==> src/rtl/llc_mem_bridge.sv <==
// LLC line request to word-beat memory bridge.
// Splits line reads/writes into beats and gathers read words into a line response.
module llc_mem_bridge #(
  parameter int WORD_BITS      = 32,
  parameter int WORDS_PER_LINE = 4,
  parameter int LINE_ADDR_BITS = 28,
  parameter int OFF_BITS       = 2,
  parameter int BYTE_OFF_BITS  = 2
) (
  input  logic                           clk,
  input  logic                           rst,
  input  logic                           llc_mem_req_valid,
  output logic                           llc_mem_req_ready,
  input  logic                           llc_mem_req_data_hwrite,
  input  logic [2:0]                     llc_mem_req_data_hsize,
  input  logic [1:0]                     llc_mem_req_data_hprot,
  input  logic [LINE_ADDR_BITS-1:0]      llc_mem_req_data_addr,
  input  logic [WORD_BITS*WORDS_PER_LINE-1:0] llc_mem_req_data_line,
  output logic                           llc_mem_rsp_valid,
  input  logic                           llc_mem_rsp_ready,
  output logic [WORD_BITS*WORDS_PER_LINE-1:0] llc_mem_rsp_data_line,
  output logic                           mem_req_valid,
  input  logic                           mem_req_ready,
  output logic                           mem_req_we,
  output logic [LINE_ADDR_BITS+OFF_BITS+BYTE_OFF_BITS-1:0] mem_req_addr,
  output logic [WORD_BITS-1:0]           mem_req_wdata,
  output logic [1:0]                     mem_req_hprot,
  input  logic                           mem_rsp_valid,
  input  logic [WORD_BITS-1:0]           mem_rsp_rdata,
  output logic                           bridge_err
);

  localparam int LINE_BITS = WORD_BITS * WORDS_PER_LINE;
  localparam int CNT_BITS  = OFF_BITS + 1;
  localparam logic [CNT_BITS-1:0] CNT_LAST = CNT_BITS'(WORDS_PER_LINE - 1);
  localparam logic [CNT_BITS-1:0] CNT_END  = CNT_BITS'(WORDS_PER_LINE);
  localparam logic [CNT_BITS-1:0] CNT_ONE  = CNT_BITS'(1);

  typedef enum logic [1:0] {IDLE, RD, WR, RSP} state_t;

  state_t state, state_nxt;

  logic [LINE_ADDR_BITS-1:0] addr_q;
  logic [LINE_BITS-1:0]      line_q;
  logic [1:0]                hprot_q;
  logic [2:0]                hsize_unused_q;
  logic [CNT_BITS-1:0]       iss_cnt;
  logic [CNT_BITS-1:0]       rcv_cnt;
  logic                      err_q;
  logic [OFF_BITS-1:0]       iss_idx;
  logic [OFF_BITS-1:0]       rcv_idx;
  logic                      req_hs;
  logic                      beat_hs;
  logic                      rsp_ok;

  assign iss_idx = iss_cnt[OFF_BITS-1:0];
  assign rcv_idx = rcv_cnt[OFF_BITS-1:0];
  assign req_hs  = llc_mem_req_valid & llc_mem_req_ready;
  assign beat_hs = mem_req_valid & mem_req_ready;
  // A return is only legal while a read has more beats issued than received.
  assign rsp_ok  = (state == RD) && (rcv_cnt != iss_cnt);

  assign llc_mem_rsp_data_line = line_q;
  assign mem_req_addr  = {addr_q, iss_idx, {BYTE_OFF_BITS{1'b0}}};
  assign mem_req_wdata = line_q[iss_idx*WORD_BITS +: WORD_BITS];
  assign mem_req_hprot = hprot_q;
  assign bridge_err    = err_q;

  always_ff @(posedge clk) begin
    if (rst) state <= IDLE;
    else     state <= state_nxt;
  end

  always_comb begin
    state_nxt         = state;
    llc_mem_req_ready = 1'b0;
    llc_mem_rsp_valid = 1'b0;
    mem_req_valid     = 1'b0;
    mem_req_we        = 1'b0;
    unique case (state)
      IDLE: begin
        llc_mem_req_ready = 1'b1;
        if (llc_mem_req_valid)
          state_nxt = llc_mem_req_data_hwrite ? WR : RD;
      end
      WR: begin
        mem_req_valid = 1'b1;
        mem_req_we    = 1'b1;
        if (mem_req_ready && iss_cnt == CNT_LAST)
          state_nxt = IDLE;
      end
      RD: begin
        mem_req_valid = iss_cnt < CNT_END;
        if (mem_rsp_valid && rsp_ok && rcv_cnt == CNT_LAST)
          state_nxt = RSP;
      end
      RSP: begin
        llc_mem_rsp_valid = 1'b1;
        if (llc_mem_rsp_ready)
          state_nxt = IDLE;
      end
      default: state_nxt = IDLE;
    endcase
  end

  always_ff @(posedge clk) begin
    if (rst) begin
      addr_q         <= '0;
      line_q         <= '0;
      hprot_q        <= '0;
      hsize_unused_q <= '0;
      iss_cnt        <= '0;
      rcv_cnt        <= '0;
      err_q          <= 1'b0;
    end else begin
      if (req_hs) begin
        addr_q         <= llc_mem_req_data_addr;
        line_q         <= llc_mem_req_data_line;
        hprot_q        <= llc_mem_req_data_hprot;
        hsize_unused_q <= llc_mem_req_data_hsize;
        iss_cnt        <= '0;
        rcv_cnt        <= '0;
      end
      if (beat_hs)
        iss_cnt <= iss_cnt + CNT_ONE;
      if (mem_rsp_valid) begin
        if (rsp_ok) begin
          line_q[rcv_idx*WORD_BITS +: WORD_BITS] <= mem_rsp_rdata;
          rcv_cnt <= rcv_cnt + CNT_ONE;
        end else begin
          err_q <= 1'b1;
        end
      end
    end
  end

endmodule

==> config.mk <==
export PLATFORM = sky130hd
export DESIGN_NAME = llc_mem_bridge
export DESIGN_NICKNAME = d
export VERILOG_FILES = /design/src/rtl/llc_mem_bridge.sv
export SDC_FILE = /design/constraint.sdc
export NUM_CORES = 1
export LEC_CHECK = 0
export CAP_MARGIN = 20
export CELL_PAD_IN_SITES_DETAIL_PLACEMENT = 0
export CELL_PAD_IN_SITES_GLOBAL_PLACEMENT = 1
export CORE_MARGIN = 4
export CORE_UTILIZATION = 31
export CTS_BUF_LIST = sky130_fd_sc_hd__clkbuf_4
export DETAILED_ROUTE_END_ITERATION = 8
export GPL_TIMING_DRIVEN = 0
export HOLD_SLACK_MARGIN = 0.08
export PLACE_DENSITY_LB_ADDON = 0.1
export RECOVER_POWER = 25
export SYNTH_ARGS = -nofsm -noshare
export SYNTH_HDL_FRONTEND = slang
export SYNTH_SLANG_ARGS = --single-unit
==> constraint.sdc <==
create_clock -name clk -period 2.7 [get_ports clk]
set_input_delay 0.54 -clock clk [delete_from_list [all_inputs] [get_ports clk]]
set_output_delay 0.54 -clock clk [all_outputs]
set_load 0.02 [all_outputs]
==> impl_summary.txt <==
----------------------------------------------------
[Run status]
  Status ... finished clean

[Power]
  Total power divided by cell area ... 666.7 nW/um2
  Lkg Pwr ... slightly above 5 nW
  Worst VDD drop ... approximately 0.00036 V
  Final Total Pwr ... 8.907 mW

[Critical path]
  Highest fanout seen on the critical path ... 9
  Critical Path Slowest Stage Cell ... mux4_2
  Signal arrival time at the worst endpoint ... 2.10 ns
  Critical Path Source Type ... flip-flop
  Worst setup EP type ... output port
  Worst-path cell chain ... buf_12 -> clkbuf_16 -> buf_6 -> mux4_2 -> buf_6
  Worst path max stage delay ... approximately 0.50 ns
  Required time at the worst-slack endpoint ... 2.16 ns
  Worst R2R Path Depth ... 7
  Critical Path Most Common Cell ... buf_6
  Critical path class ... reg -> out

[Logic synthesis]
  Syn. warnings ... 0
  Sequential element share of the synthesized area ... 38.81%
  Area share of xor/xnor cells in the synthesized design ... 0.8280%
  Dominant combinational cell family by area after synthesis ... multiplexers
  Proportion of synthesized area in mux cells ... 23.50%
  Post-synthesis adder-cell area fraction ... between 1.5 and 2%
  Syn avg cell area ... 9.788 um2
  Flip-flop cell with the highest count after synthesis ... dfxtp_1
  Number of enable-type register cells in the synthesized netlist ... 0
  Post-Synthesis Cell Area ... approximately 8600 um2
  Most instantiated library cell after synthesis ... dfxtp_1
  Area share of and/or/nand/nor cells after synthesis ... 14.48%
  Biggest area consumer among synthesized cells ... dfxtp_1
  Distinct cell type count after synthesis ... 34
  Top cell type's share of synthesized area ... 38.81%
  Asr flop ratio synth ... 0%
  Largest cells by area after synthesis ... dfxtp_1 (39%), mux2i_1 (15%), o31ai_1 (11%), mux4_2 (8.4%), nand3_1 (8.0%)
  Share of the synthesized area in compound gates (AO/OA/AOI/OAI) ... 15.11%
  Commonest cells in the synthesized netlist ... dfxtp_1 (167), nand3_1 (138), o31ai_1 (129)
  Number of cells produced by synthesis ... 880
  Flops & latches, synth ... 167

[Clock network]
  Clock Tree Root ... clkbuf_4
  CTS clk-pin slew, worst paths ... 0.15 ns
  CTS tree ... built
  Cts bufs inserted ... 17
  Sink count of the clock tree ... 167
  Worst-skew pair later-pin latency ... ~0.6 ns
  H-Tree Level Count ... 4
  Max clock buf depth ... 2

[STA]
  Maximum achievable frequency ... 0.3790 GHz
  Tightest slew margin relative to the limit ... 39.82%
  Maximum clock skew at final layout ... 0.03802 ns
  Final setup vio count ... 0
  Unrepaired setup endpoints after global routing ... yes
  Final cycle utilization of the critical path ... approximately 98%
  Worst-margin pin slew ... around 0.90 ns
  Max-slew violation count ... 0
  Final number of hold-violating endpoints ... 0
  Post-Route Setup TNS ... 0 ns
  Minimum clock period ... 2.639 ns

[Drt]
  Average via count per standard cell ... 5.204
  1st-pass router iterations ... 5
  Initial detailed-routing violation count ... 570
  Post-route antenna net violation count ... 0
  Total vias in the final route ... 8758
  Wirelength per Cell ... around 24 um
  Wire length reported by the detailed router ... about 40000 um
  DRC violations left ... 0

[GRT]
  Maximum number of pins on one net before global-route repair ... 17
  Global-route wire length before repair ... 58650 um
  Total global routing track utilization ... roughly a quarter
  Antenna violations before repair ... 5
  Remaining global-route overflow ... 0
  Vias in the first global route ... 8706

[Die]
  Chip Height ... 174.7 um
  X dimension of the die ... 174.7 um
  Row count ... 60
  Die footprint ... 30510 um2
  I/O pin count ... 399
  Starting Density ... 31.69%
  Core footprint ... about 27000 um2

[Layout]
  Fill cell total of the finished layout ... between 2000 and 3000
  Count of non-filler cells in the finished layout ... 1683
  Number of nets in the finished design ... about 1500
  Share of post-route cells with drive strength above 1 ... 12.91%
  Area overhead of the layout relative to synthesis ... 55.10%

[Worst hold path]
  Number of instances on the worst hold path ... 3
  Class of the most critical hold timing path ... in -> reg

[Job]
  Max Cap Violations ... 0

[Placed design]
  Number of cells in the design after placement ... approximately 1600
  Total half-perimeter wirelength after legalization and detailed placement ... 29900 um
  Port bufs ... 391
  Final RePlAce weighted congestion ... 0.8546

----------------------------------------------------
-- critical path, delay by kind of cell, from the launching register on --
family | cells | cell delay, ns
buffers and inverters | 4 | 0.61
multiplexers | 1 | 0.50
flip-flops | 1 | 0.40
-- cell families after synthesis --
| logic type | count (synthesis) |
|---|---|
| DFF | 167 |
| and+or+nand+nor | 253 |
| adders and majority gates | 13 |
| other | 1 |
| muxes | 162 |
| AOI/OAI and AO/OA | 177 |
| buffers and inverters | 104 |
| xor gates and xnor gates | 3 |
-- layout make-up --
class	instances	area [um2]	share of cell area, %
flip-flops and latches	167	3347	25.05
well taps	372	465.4	3.484
plain buffers	94	521.8	3.906
clock inverters	13	138.9	1.040
multi-input cells	610	4830	36.15
repair buffers	396	3871	28.98
clock buffers	19	142.6	1.068
diodes	2	5.005	0.03746
inverters	10	37.54	0.2810
-- placed cells by master (no fill, tap or decap), types with 3 or more instances in the layout --
master           instances
buf_6                    4
clkbuf_2                13
buf_2                   61
mux4_2                  32
dfxtp_1                166
buf_4                    6
nor2b_1                 36
dlygate4sd3_1           80
inv_8                    3
buf_12                   5
clkinvlp_4               3
a31oi_4                  4
nand2_1                 67
inv_1                   10
clkdlybuf4s50_1        278
a21oi_1                 37
nand3_1                138
o31ai_1                129
dlygate4sd2_1            3
nor2_1                   3
clkbuf_1                34
ha_1                    13
clkbuf_4                19
clkinv_4                 4
mux2i_1                128
-- per-stage QoR --
stage          utilization [%]  instance area, um2  hold WS (ns)  setup WS (ns)
6_report                 49.16               13360        0.4030        0.06149
5_1_grt                  49.16               13360        0.3858       -0.02185
4_1_cts                  49.21               13370        0.3563       -0.02079
3_5_place_dp             47.85               13000        0.4466        -0.2344
3_3_place_gp             47.82               13000        0.4408        -0.5627
2_1_floorplan                -                8617        0.5109         0.6402
-- repair_timing --
item | 4_1_cts | 5_1_grt
cloned | 0 | 2
setup buffers | 1 | 2
setup endpoints to repair | 80 | 79
hold buffers | 0 | 0
resized for setup | 134 | 35
-- metal layers --
| layer | GRT usage, % | vias to the layer above | part of all wire (%) | routed length (um) |
|---|---|---|---|---|
| li1 | - | 4128 | - | - |
| met1 | 32.66 | 4213 | 42 | 17190 |
| met2 | 42.35 | 360 | 48 | 19320 |
| met3 | 6.859 | 49 | 7.7 | 3132 |
| met4 | 5.827 | 8 | 1.9 | 763 |
| met5 | 0 | - | 0.11 | 46 |
-- final timing paths --
kind / start / to / slack (ns)
max: iss_cnt[0] / mem_req_wdata[22] / 0.06
min: mem_rsp_valid / bridge_err / 0.40
max reg2reg: rcv_cnt[0] / llc_mem_rsp_data_line[108] / 0.14
min reg2reg: addr_q[10] / addr_q[10] / 0.46
-- power by group --
part | switching, mW | internal [mW] | total (mW)
clock network | 1.05 | 0.507 | 1.56
logic | 2.22 | 1.95 | 4.16
registers | 0.316 | 2.87 | 3.18
-- state kept, by name (all words and copies together) (netlist names) --
register,cells
addr_q,28
bridge_err,1
iss_cnt,3
llc_mem_rsp_data_line,128
mem_req_hprot,2
rcv_cnt,3
state,2
No activity file was read; power rests on OpenSTA's default activity.
